## config.mk

```make
export PLATFORM = sky130hd
export DESIGN_NAME = cnn_window_gen
export DESIGN_NICKNAME = d
export VERILOG_FILES = /design/src/rtl/cnn_window_gen.sv
export SDC_FILE = /design/constraint.sdc
export NUM_CORES = 1
export LEC_CHECK = 0
export CAP_MARGIN = 40
export CORE_ASPECT_RATIO = 0.7
export CORE_MARGIN = 2
export CORE_UTILIZATION = 58
export DETAILED_ROUTE_END_ITERATION = 10
export GPL_ROUTABILITY_DRIVEN = 0
export HOLD_SLACK_MARGIN = 0.03
export PLACE_DENSITY_LB_ADDON = 0.15
export SETUP_SLACK_MARGIN = 0.4
export SLEW_MARGIN = 0
export SYNTH_ARGS = -nofsm -noshare
export SYNTH_HDL_FRONTEND = slang
export SYNTH_SLANG_ARGS = --single-unit
```

## constraint.sdc

```tcl
create_clock -name clk -period 3.05 [get_ports clk]
set_clock_uncertainty 0.1 [all_clocks]
set_input_delay 0.4575 -clock clk [delete_from_list [all_inputs] [get_ports clk]]
set_output_delay 0.4575 -clock clk [all_outputs]
set_load 0.1 [all_outputs]
```

## src/rtl/cnn_window_gen.sv

```systemverilog
// Sliding-window generator: turns a raster pixel stream into packed KYxKX windows for the MAC core.
// Build option: define CNN_WINDOW_STRIDE2_EN for stride-2 window emission (default stride 1).
module cnn_window_gen #(
    parameter int unsigned KX       = 3,
    parameter int unsigned KY       = 3,
    parameter int unsigned BIT_IN_F = 8,
    parameter int unsigned IMG_W    = 8,
    parameter int unsigned IMG_H    = 8
) (
    input  logic                         clk,
    input  logic                         reset_n,
    input  logic                         i_soft_reset,
    input  logic                         i_start,
    input  logic [BIT_IN_F-1:0]          i_pixel,
    input  logic                         i_pixel_valid,
    output logic                         o_pixel_ready,
    output logic [KY*KX*BIT_IN_F-1:0]    o_window,
    output logic                         o_window_valid,
    output logic                         o_frame_done
);

    localparam int unsigned COL_W = (IMG_W > 1) ? $clog2(IMG_W) : 1;
    localparam int unsigned ROW_W = (IMG_H > 1) ? $clog2(IMG_H) : 1;
    localparam int unsigned WIN_W = KY * KX * BIT_IN_F;

    typedef enum logic [1:0] {
        S_IDLE = 2'd0,
        S_RUN  = 2'd1,
        S_DONE = 2'd2
    } state_t;

    state_t               state_q;
    logic [COL_W-1:0]     col_q;
    logic [ROW_W-1:0]     row_q;
    logic                 ready_q;
    logic                 valid_q;
    logic                 done_q;
    logic [WIN_W-1:0]     window_q;

    logic [BIT_IN_F-1:0]  lb_q     [KY-1][IMG_W];
    logic [BIT_IN_F-1:0]  win_q    [KY][KX];
    logic [BIT_IN_F-1:0]  win_d    [KY][KX];
    logic [BIT_IN_F-1:0]  colpix_c [KY];
    logic [WIN_W-1:0]     window_d;

    logic accept_c;
    logic last_col_c;
    logic last_row_c;
    logic stride_ok_c;
    logic emit_c;

    assign accept_c   = i_pixel_valid & ready_q;
    assign last_col_c = (col_q == COL_W'(IMG_W - 1));
    assign last_row_c = (row_q == ROW_W'(IMG_H - 1));

`ifdef CNN_WINDOW_STRIDE2_EN
    logic [ROW_W-1:0] row_off_c;
    logic [COL_W-1:0] col_off_c;
    assign row_off_c   = row_q - ROW_W'(KY - 1);
    assign col_off_c   = col_q - COL_W'(KX - 1);
    assign stride_ok_c = ~row_off_c[0] & ~col_off_c[0];
`else
    assign stride_ok_c = 1'b1;
`endif

    assign emit_c = accept_c
                  & (row_q >= ROW_W'(KY - 1))
                  & (col_q >= COL_W'(KX - 1))
                  & stride_ok_c;

    // New column: buffered rows on top (oldest first), incoming pixel at the bottom.
    always_comb begin
        colpix_c = '{default: '0};
        win_d    = '{default: '0};
        window_d = '0;
        for (int k = 0; k < KY - 1; k++) begin
            colpix_c[k] = lb_q[KY-2-k][col_q];
        end
        colpix_c[KY-1] = i_pixel;
        for (int ky = 0; ky < KY; ky++) begin
            for (int kx = 0; kx < KX - 1; kx++) begin
                win_d[ky][kx] = win_q[ky][kx+1];
            end
            win_d[ky][KX-1] = colpix_c[ky];
            for (int kx = 0; kx < KX; kx++) begin
                window_d[(ky*KX+kx)*BIT_IN_F +: BIT_IN_F] = win_d[ky][kx];
            end
        end
    end

    // Control FSM, raster counters, line buffers and output registers.
    always_ff @(posedge clk or negedge reset_n) begin
        if (!reset_n) begin
            state_q  <= S_IDLE;
            col_q    <= '0;
            row_q    <= '0;
            ready_q  <= 1'b0;
            valid_q  <= 1'b0;
            done_q   <= 1'b0;
            window_q <= '0;
            lb_q     <= '{default: '0};
            win_q    <= '{default: '0};
        end else if (i_soft_reset) begin
            state_q  <= S_IDLE;
            col_q    <= '0;
            row_q    <= '0;
            ready_q  <= 1'b0;
            valid_q  <= 1'b0;
            done_q   <= 1'b0;
            window_q <= '0;
            lb_q     <= '{default: '0};
            win_q    <= '{default: '0};
        end else begin
            valid_q <= 1'b0;
            done_q  <= 1'b0;
            case (state_q)
                S_IDLE: begin
                    if (i_start) begin
                        state_q <= S_RUN;
                        ready_q <= 1'b1;
                    end
                end
                S_RUN: begin
                    if (accept_c) begin
                        lb_q[0][col_q] <= i_pixel;
                        for (int k = 1; k < KY - 1; k++) begin
                            lb_q[k][col_q] <= lb_q[k-1][col_q];
                        end
                        win_q <= win_d;
                        if (emit_c) begin
                            valid_q  <= 1'b1;
                            window_q <= window_d;
                        end
                        if (last_col_c) begin
                            col_q <= '0;
                            if (last_row_c) begin
                                row_q   <= '0;
                                state_q <= S_DONE;
                                ready_q <= 1'b0;
                                done_q  <= 1'b1;
                            end else begin
                                row_q <= row_q + ROW_W'(1);
                            end
                        end else begin
                            col_q <= col_q + COL_W'(1);
                        end
                    end
                end
                S_DONE: begin
                    state_q <= S_IDLE;
                end
                default: begin
                    state_q <= S_IDLE;
                    ready_q <= 1'b0;
                end
            endcase
        end
    end

    assign o_pixel_ready  = ready_q;
    assign o_window       = window_q;
    assign o_window_valid = valid_q;
    assign o_frame_done   = done_q;

endmodule

```

### Yosys cells after proc, flatten, opt, wreduce, memory -nomap -nowiden

Cells that the tools add are included.

* $add $sub $neg: 2
* order comparisons: 4
* eq/ne operators: 9
* muxes and demuxes: 50
* bitwise gates (word level): 4
* reduce and logical (&&, ||, !) cells: 11

Operator list (count)
* 2-to-1 mux 128 bit: 3
* 2-to-1 mux 72 bit: 4
* 2-to-1 mux 64 bit: 3
* bitwise mux 64 bit: 2
* binary-select mux 8 bit (select 3 bit): 2
* 2-to-1 mux 8 bit: 5
* 2-to-1 mux 3 bit: 9
* demux 8 bit (select 3 bit): 1
* 2-to-1 mux 1 bit: 14
* inequality test 3 bit, second input constant: 4
* 2-to-1 mux 2 bit: 5
* nonzero test 2 bit: 4
* adder 3 x 1 -> 3 bit, second input constant: 2
* equality test 3 bit, second input constant: 2
* >= comparator 3 x 2 -> 1 bit, second input constant: 2
* AND reduction 3 bit: 2
* AND reduction 5 bit: 1
* >= comparator 4 bit, second input constant: 1
* < comparator 4 x 1 -> 1 bit, second input constant: 1
* NOT 3 -> 4 bit: 1
* case mux 2 bit (2 select lines): 1
* AND reduction 4 bit: 1
* AND 1 bit: 3
* case mux 1 bit (3 select lines): 1
* 6 further kinds: 6

* register bits: 259
* output and inout bits: 75
* word-level logic and storage cells: 109

### Logic depth before layout (Yosys ltp)

* word-level depth: 9
* gate-level depth with buffers: 10
* depth with buffers taken out: 6

### Worst setup path after synthesis

Ideal clock, no wire load.

* path type: flip-flop to flip-flop
* start: register ready_q, in the netlist o_pixel_ready
* end: register window_q[70], in the netlist o_window[70]
* setup time: 69 ps
* data arrival time: 2175 ps
* required time: 2881 ps
* path slack: 706 ps
* stages on the path, launching flop included: 7
* path buffers: 2
* clock period less this slack: 2344 ps
* path through: dfrtp_1 > nand3_1 > nor3_4 > buf_2 > and2_1 > buf_2 > a22o_1

* longest elaborated chain between the ends: 5
* elaborated cells on any way between the ends: 6
* those cells by class: bitwise (3); reduce/logical (3)

RTL lines
* from (decl): RTL line 35 `logic ready_q;`
* from (signal assigned): RTL line 97 `ready_q <= 1'b0;`
* from (signal assigned): RTL line 107 `ready_q <= 1'b0;`
* from (signal assigned): RTL line 120 `ready_q <= 1'b1;`
* AND 1 bit (*): RTL line 52 `assign accept_c = i_pixel_valid & ready_q;`
* AND 1 bit: RTL line 67 `& (row_q >= ROW_W'(KY - 1))`
* AND 1 bit: RTL line 68 `& (col_q >= COL_W'(KX - 1))`
* nonzero test 2 bit (no source line)
* AND reduction 3 bit (no source line) (*)
* to (signal assigned): RTL line 132 `window_q <= window_d;`
* to (decl): RTL line 38 `logic [WIN_W-1:0] window_q;`

Mark *: on every way between the ends. The rest lies on a longest branch, timed or not.
A chain may end at the register's enable or synchronous reset.

### Worst setup path in the final report

* start: register col_q[1]
* end: register window_q[22], in the netlist o_window[22]

* longest elaborated chain between the ends: 8
* elaborated cells on any way between the ends: 12
* those cells by class: order compare (1); mux (7); bitwise (2); reduce/logical (2)

RTL lines
* from (decl): RTL line 33 `logic [COL_W-1:0] col_q;`
* from (signal assigned): RTL line 145 `col_q <= col_q + COL_W'(1);`
* NOT 3 -> 4 bit (not written as such): RTL line 77 `colpix_c[k] = lb_q[KY-2-k][col_q];`
* binary-select mux 8 bit (select 3 bit): RTL line 77
* 2-to-1 mux 8 bit (not written as such) (2 in a row): RTL line 77
* 2-to-1 mux 72 bit: RTL line 130 `if (emit_c) begin`
* 2-to-1 mux 72 bit: RTL line 124 `if (accept_c) begin`
* 2-to-1 mux 72 bit: RTL line 116 `case (state_q)`
* 2-to-1 mux 72 bit: RTL line 103 `end else if (i_soft_reset) begin`

Parallel ways exist; a longest one is shown, timed or not. The select of a mux whose other input is x is not followed.

==> implementation parameters <==
Parameter                              Value

Yosys
  Top cells by area in the synthesized netlist ... sky130_fd_sc_hd__dfrtp_1, sky130_fd_sc_hd__a22o_1, sky130_fd_sc_hd__nand2_1
  Most repeated cell in the gate-level netlist after synthesis ... sky130_fd_sc_hd__dfrtp_1
  Number of enable-type register cells in the synthesized netlist ... 0
  Flip-flop and latch count after synthesis ... about 260
  Cell count after synthesis ... 873
  FFs w/ async S/R, synth ... 1.000
  Number of warnings reported in the yosys synthesis log ... 0
  Ys flop type ... sky130_fd_sc_hd__dfrtp_1
  Top cell type's share of synthesized area ... 0.5948
  Cell types with the highest counts after synthesis ... sky130_fd_sc_hd__dfrtp_1, sky130_fd_sc_hd__nand2_1, sky130_fd_sc_hd__a22o_1, sky130_fd_sc_hd__o21ai_0, sky130_fd_sc_hd__a21oi_1
  Synth Area per Inst ... 12.48 um^2
  Portion of the post-synthesis area used by sequential elements ... 0.5948
  Yosys cell types ... between 50 and 60
  Cell accounting for the most synthesized area ... sky130_fd_sc_hd__dfrtp_1
  Mapped cell area ... 10900 um^2
  Syn Nets ... 891

Run
  Number of max-cap violations ... 0

Place
  HPWL after detailed placement ... 17050 um
  Placed cells ... 1157
  Number of buffers added on ports ... 87

Route
  Violation count after the first detailed-routing iteration ... ~780
  Final WL ... 26650 um
  Count of nets left with antenna violations after detail routing ... 0
  Average routed wire per standard cell ... 22.21 um
  First-pass detailed-route iteration total ... 7
  Number of vias in the routed layout ... 7660
  Via density per instance ... 6.383
  Number of remaining DRC errors ... 0

Critical path
  WP buf/inv ... 2
  Cell-by-cell trace of the critical path ... buf_4 -> o32a_1 -> a21oi_4 -> buf_12 -> nand2_1 -> o21ai_0
  Crit path capture type ... register
  Crit Path Class ... register to register
  Critical Path AT ... ~2900 ps
  Crit path max fanout ... 54
  Sort of element at the start of the critical path ... register
  Critical Path RT ... 3370 ps
  Critical path's top delay family ... compound AO/OA/AOI/OAI gates
  Slowest stage cell on the critical path ... sky130_fd_sc_hd__o32a_1
  Peak per-stage delay on the critical path ... about 580 ps

Global routing
  Via count of the first global-routing pass ... 7655
  GR Overflow Total ... 0
  Initial antenna violation count ... 0
  GRT Resource Usage Total ... 0.2751
  Maximum number of pins on one net before global-route repair ... 88
  Global-route wire length before repair ... 43030 um

Pwr
  Maximum vdd ir drop ... 0.0003806 V
  Leakage power ... 5.750 nW
  Power density cells ... 547.2 nW/um^2

Clock network
  Insertion delay to the later sink of the worst-skew pair ... 520 ps
  Number of buffers inserted during clock tree synthesis ... 25
  Worst-case clock buffer depth ... 3
  # H-tree levels ... 1
  Post-CTS Setup Bufs ... 0
  Clock slew seen by the registers of the worst setup and hold paths ... 60 ps
  Cell at the root of the clock tree ... sky130_fd_sc_hd__clkbuf_16
  TritonCTS clock tree ... yes
  Number of clock sinks ... between 200 and 300

Floorplanning
  Core Footprint ... between 15000 and 20000 um^2
  Top-level I/O count ... between 80 and 90
  Starting Density ... 0.5984
  Die Outline Area ... 19920 um^2
  Standard-cell rows ... 41
  Overall die width ... 167.8 um
  Floorplan die height ... 118.7 um

Timing
  Final Hold Vio Count ... 0
  Headroom to the max-slew limit ... 0.4893
  Fin Hold WS ... roughly 370 ps
  Slew at the pin closest to its max-slew limit ... around 770 ps
  Fin Setup TNS ... 0 ps
  Achievable Freq ... ~390 MHz
  Number of pins exceeding their max-slew limit in the final report ... 0
  Ratio of final minimum period to clock period ... 0.8314
  Unrepaired setup endpoints after global routing ... no
  Final setup violating endpoints ... 0
  Shortest clock period the worst path allows after layout ... roughly 2500 ps

Final layout
  Final-stage net count ... 967
  Number of antenna cells inserted ... 0
  Ratio of cells with drive above 1 in the final layout ... 0.2054
  Layout overhead on the synthesized area ... 15.07%
  Fill cell instance count of the final layout ... approximately 1300
  Non-filler instance count after layout ... between 1000 and 1500

Worst hold path
  Worst Hold Class ... input port to register

Outcome
  Run status ... finished, final reports clean
-- final cells by class --
cell class,count,area [um^2],area share
timing repair buffer,119,1001,0.07983
clock inverter,10,131.4,0.01048
clock buffer,32,671.9,0.05359
multi-input combinational,540,3940,0.3142
sequential,259,6484,0.5171
tap,236,295.3,0.02355
inverter,4,15.01,0.001197
-- power breakdown --
part | leakage (nW) | internal, mW | switching, mW
combinational | 1.75 | 0.0794 | 0.230
sequential | 3.61 | 3.45 | 0.0140
clock | 0.395 | 1.80 | 1.28
total | 5.75 | 5.33 | 1.53
-- worst paths after layout --
path                                end  cells past startpoint  slack (ps)         start
max                        o_window[22]                      6         510      col_q[1]
min                        o_window[71]                      3         370  i_soft_reset
max reg2reg                o_window[22]                      6         510      col_q[1]
min reg2reg                    lb_q[35]                      2         380      lb_q[35]
max in group asynchronous  o_window[33]                      3        1640       reset_n
min in group asynchronous      lb_q[26]                      2         430       reset_n
-- worst register-to-register path: stages (launching register included) --
cell and delay [ps]:
sky130_fd_sc_hd__dfrtp_1 410, sky130_fd_sc_hd__buf_4 250, sky130_fd_sc_hd__o32a_1 580, sky130_fd_sc_hd__a21oi_4 550, sky130_fd_sc_hd__buf_12 310, sky130_fd_sc_hd__nand2_1 140, sky130_fd_sc_hd__o21ai_0 90
-- state kept, by name, indices dropped and copies added, names as in the netlist --
register	flops
o_pixel_ready	1
col_q	3
o_window_valid	1
win_d	48
o_window	72
row_q	3
lb_q	128
o_frame_done	1
state_q	2
-- metrics by stage --
| step | cell area [um^2] | setup WS [ps] | total power, mW | util |
|---|---|---|---|---|
| CTS | 12540 | 543.2 | 6.918 | 0.6885 |
| detailed placement | 11730 | 398.7 | 3.836 | 0.6438 |
| finish | 12540 | 514.1 | 6.861 | 0.6885 |
| floorplan | 10900 | 706.2 | 3.683 | - |
| global placement | 11730 | 506.5 | 3.827 | 0.6438 |
| global route | 12540 | 415.8 | 7.091 | 0.6885 |
-- per-layer routing --
layer | wire length (um) | track usage
met4 | 816 | 0.08370
met5 | 0 | 0
met2 | 11990 | 0.4127
met1 | 12060 | 0.4122
met3 | 1795 | 0.05224
-- layout by cell type (no fill, tap or decap), types with 15 or more instances in the layout --
master / instances
sky130_fd_sc_hd__a211oi_1: 15
sky130_fd_sc_hd__a21oi_1: 37
sky130_fd_sc_hd__a22o_1: 103
sky130_fd_sc_hd__buf_4: 100
sky130_fd_sc_hd__clkbuf_16: 25
sky130_fd_sc_hd__dfrtp_1: 257
sky130_fd_sc_hd__mux4_2: 17
sky130_fd_sc_hd__nand2_1: 153
sky130_fd_sc_hd__nor2_1: 22
sky130_fd_sc_hd__o21ai_0: 70
-- what timing repair did --
item,in CTS,in global routing
resized for setup,0,0
endpoints found under the hold margin,83,0
hold buffers,1,0
-- cell families after synthesis --
group | Yosys count | share of synthesized area
adder cells (fa/ha/maj) | 5 | 0.005741
flip-flops | 259 | 0.5948
buffers and inverters | 74 | 0.04375
AO/OA/AOI/OAI | 275 | 0.1808
multiplexers | 48 | 0.08669
AND/OR/NAND/NOR | 212 | 0.08819
Power figures use the tool's default switching activity.
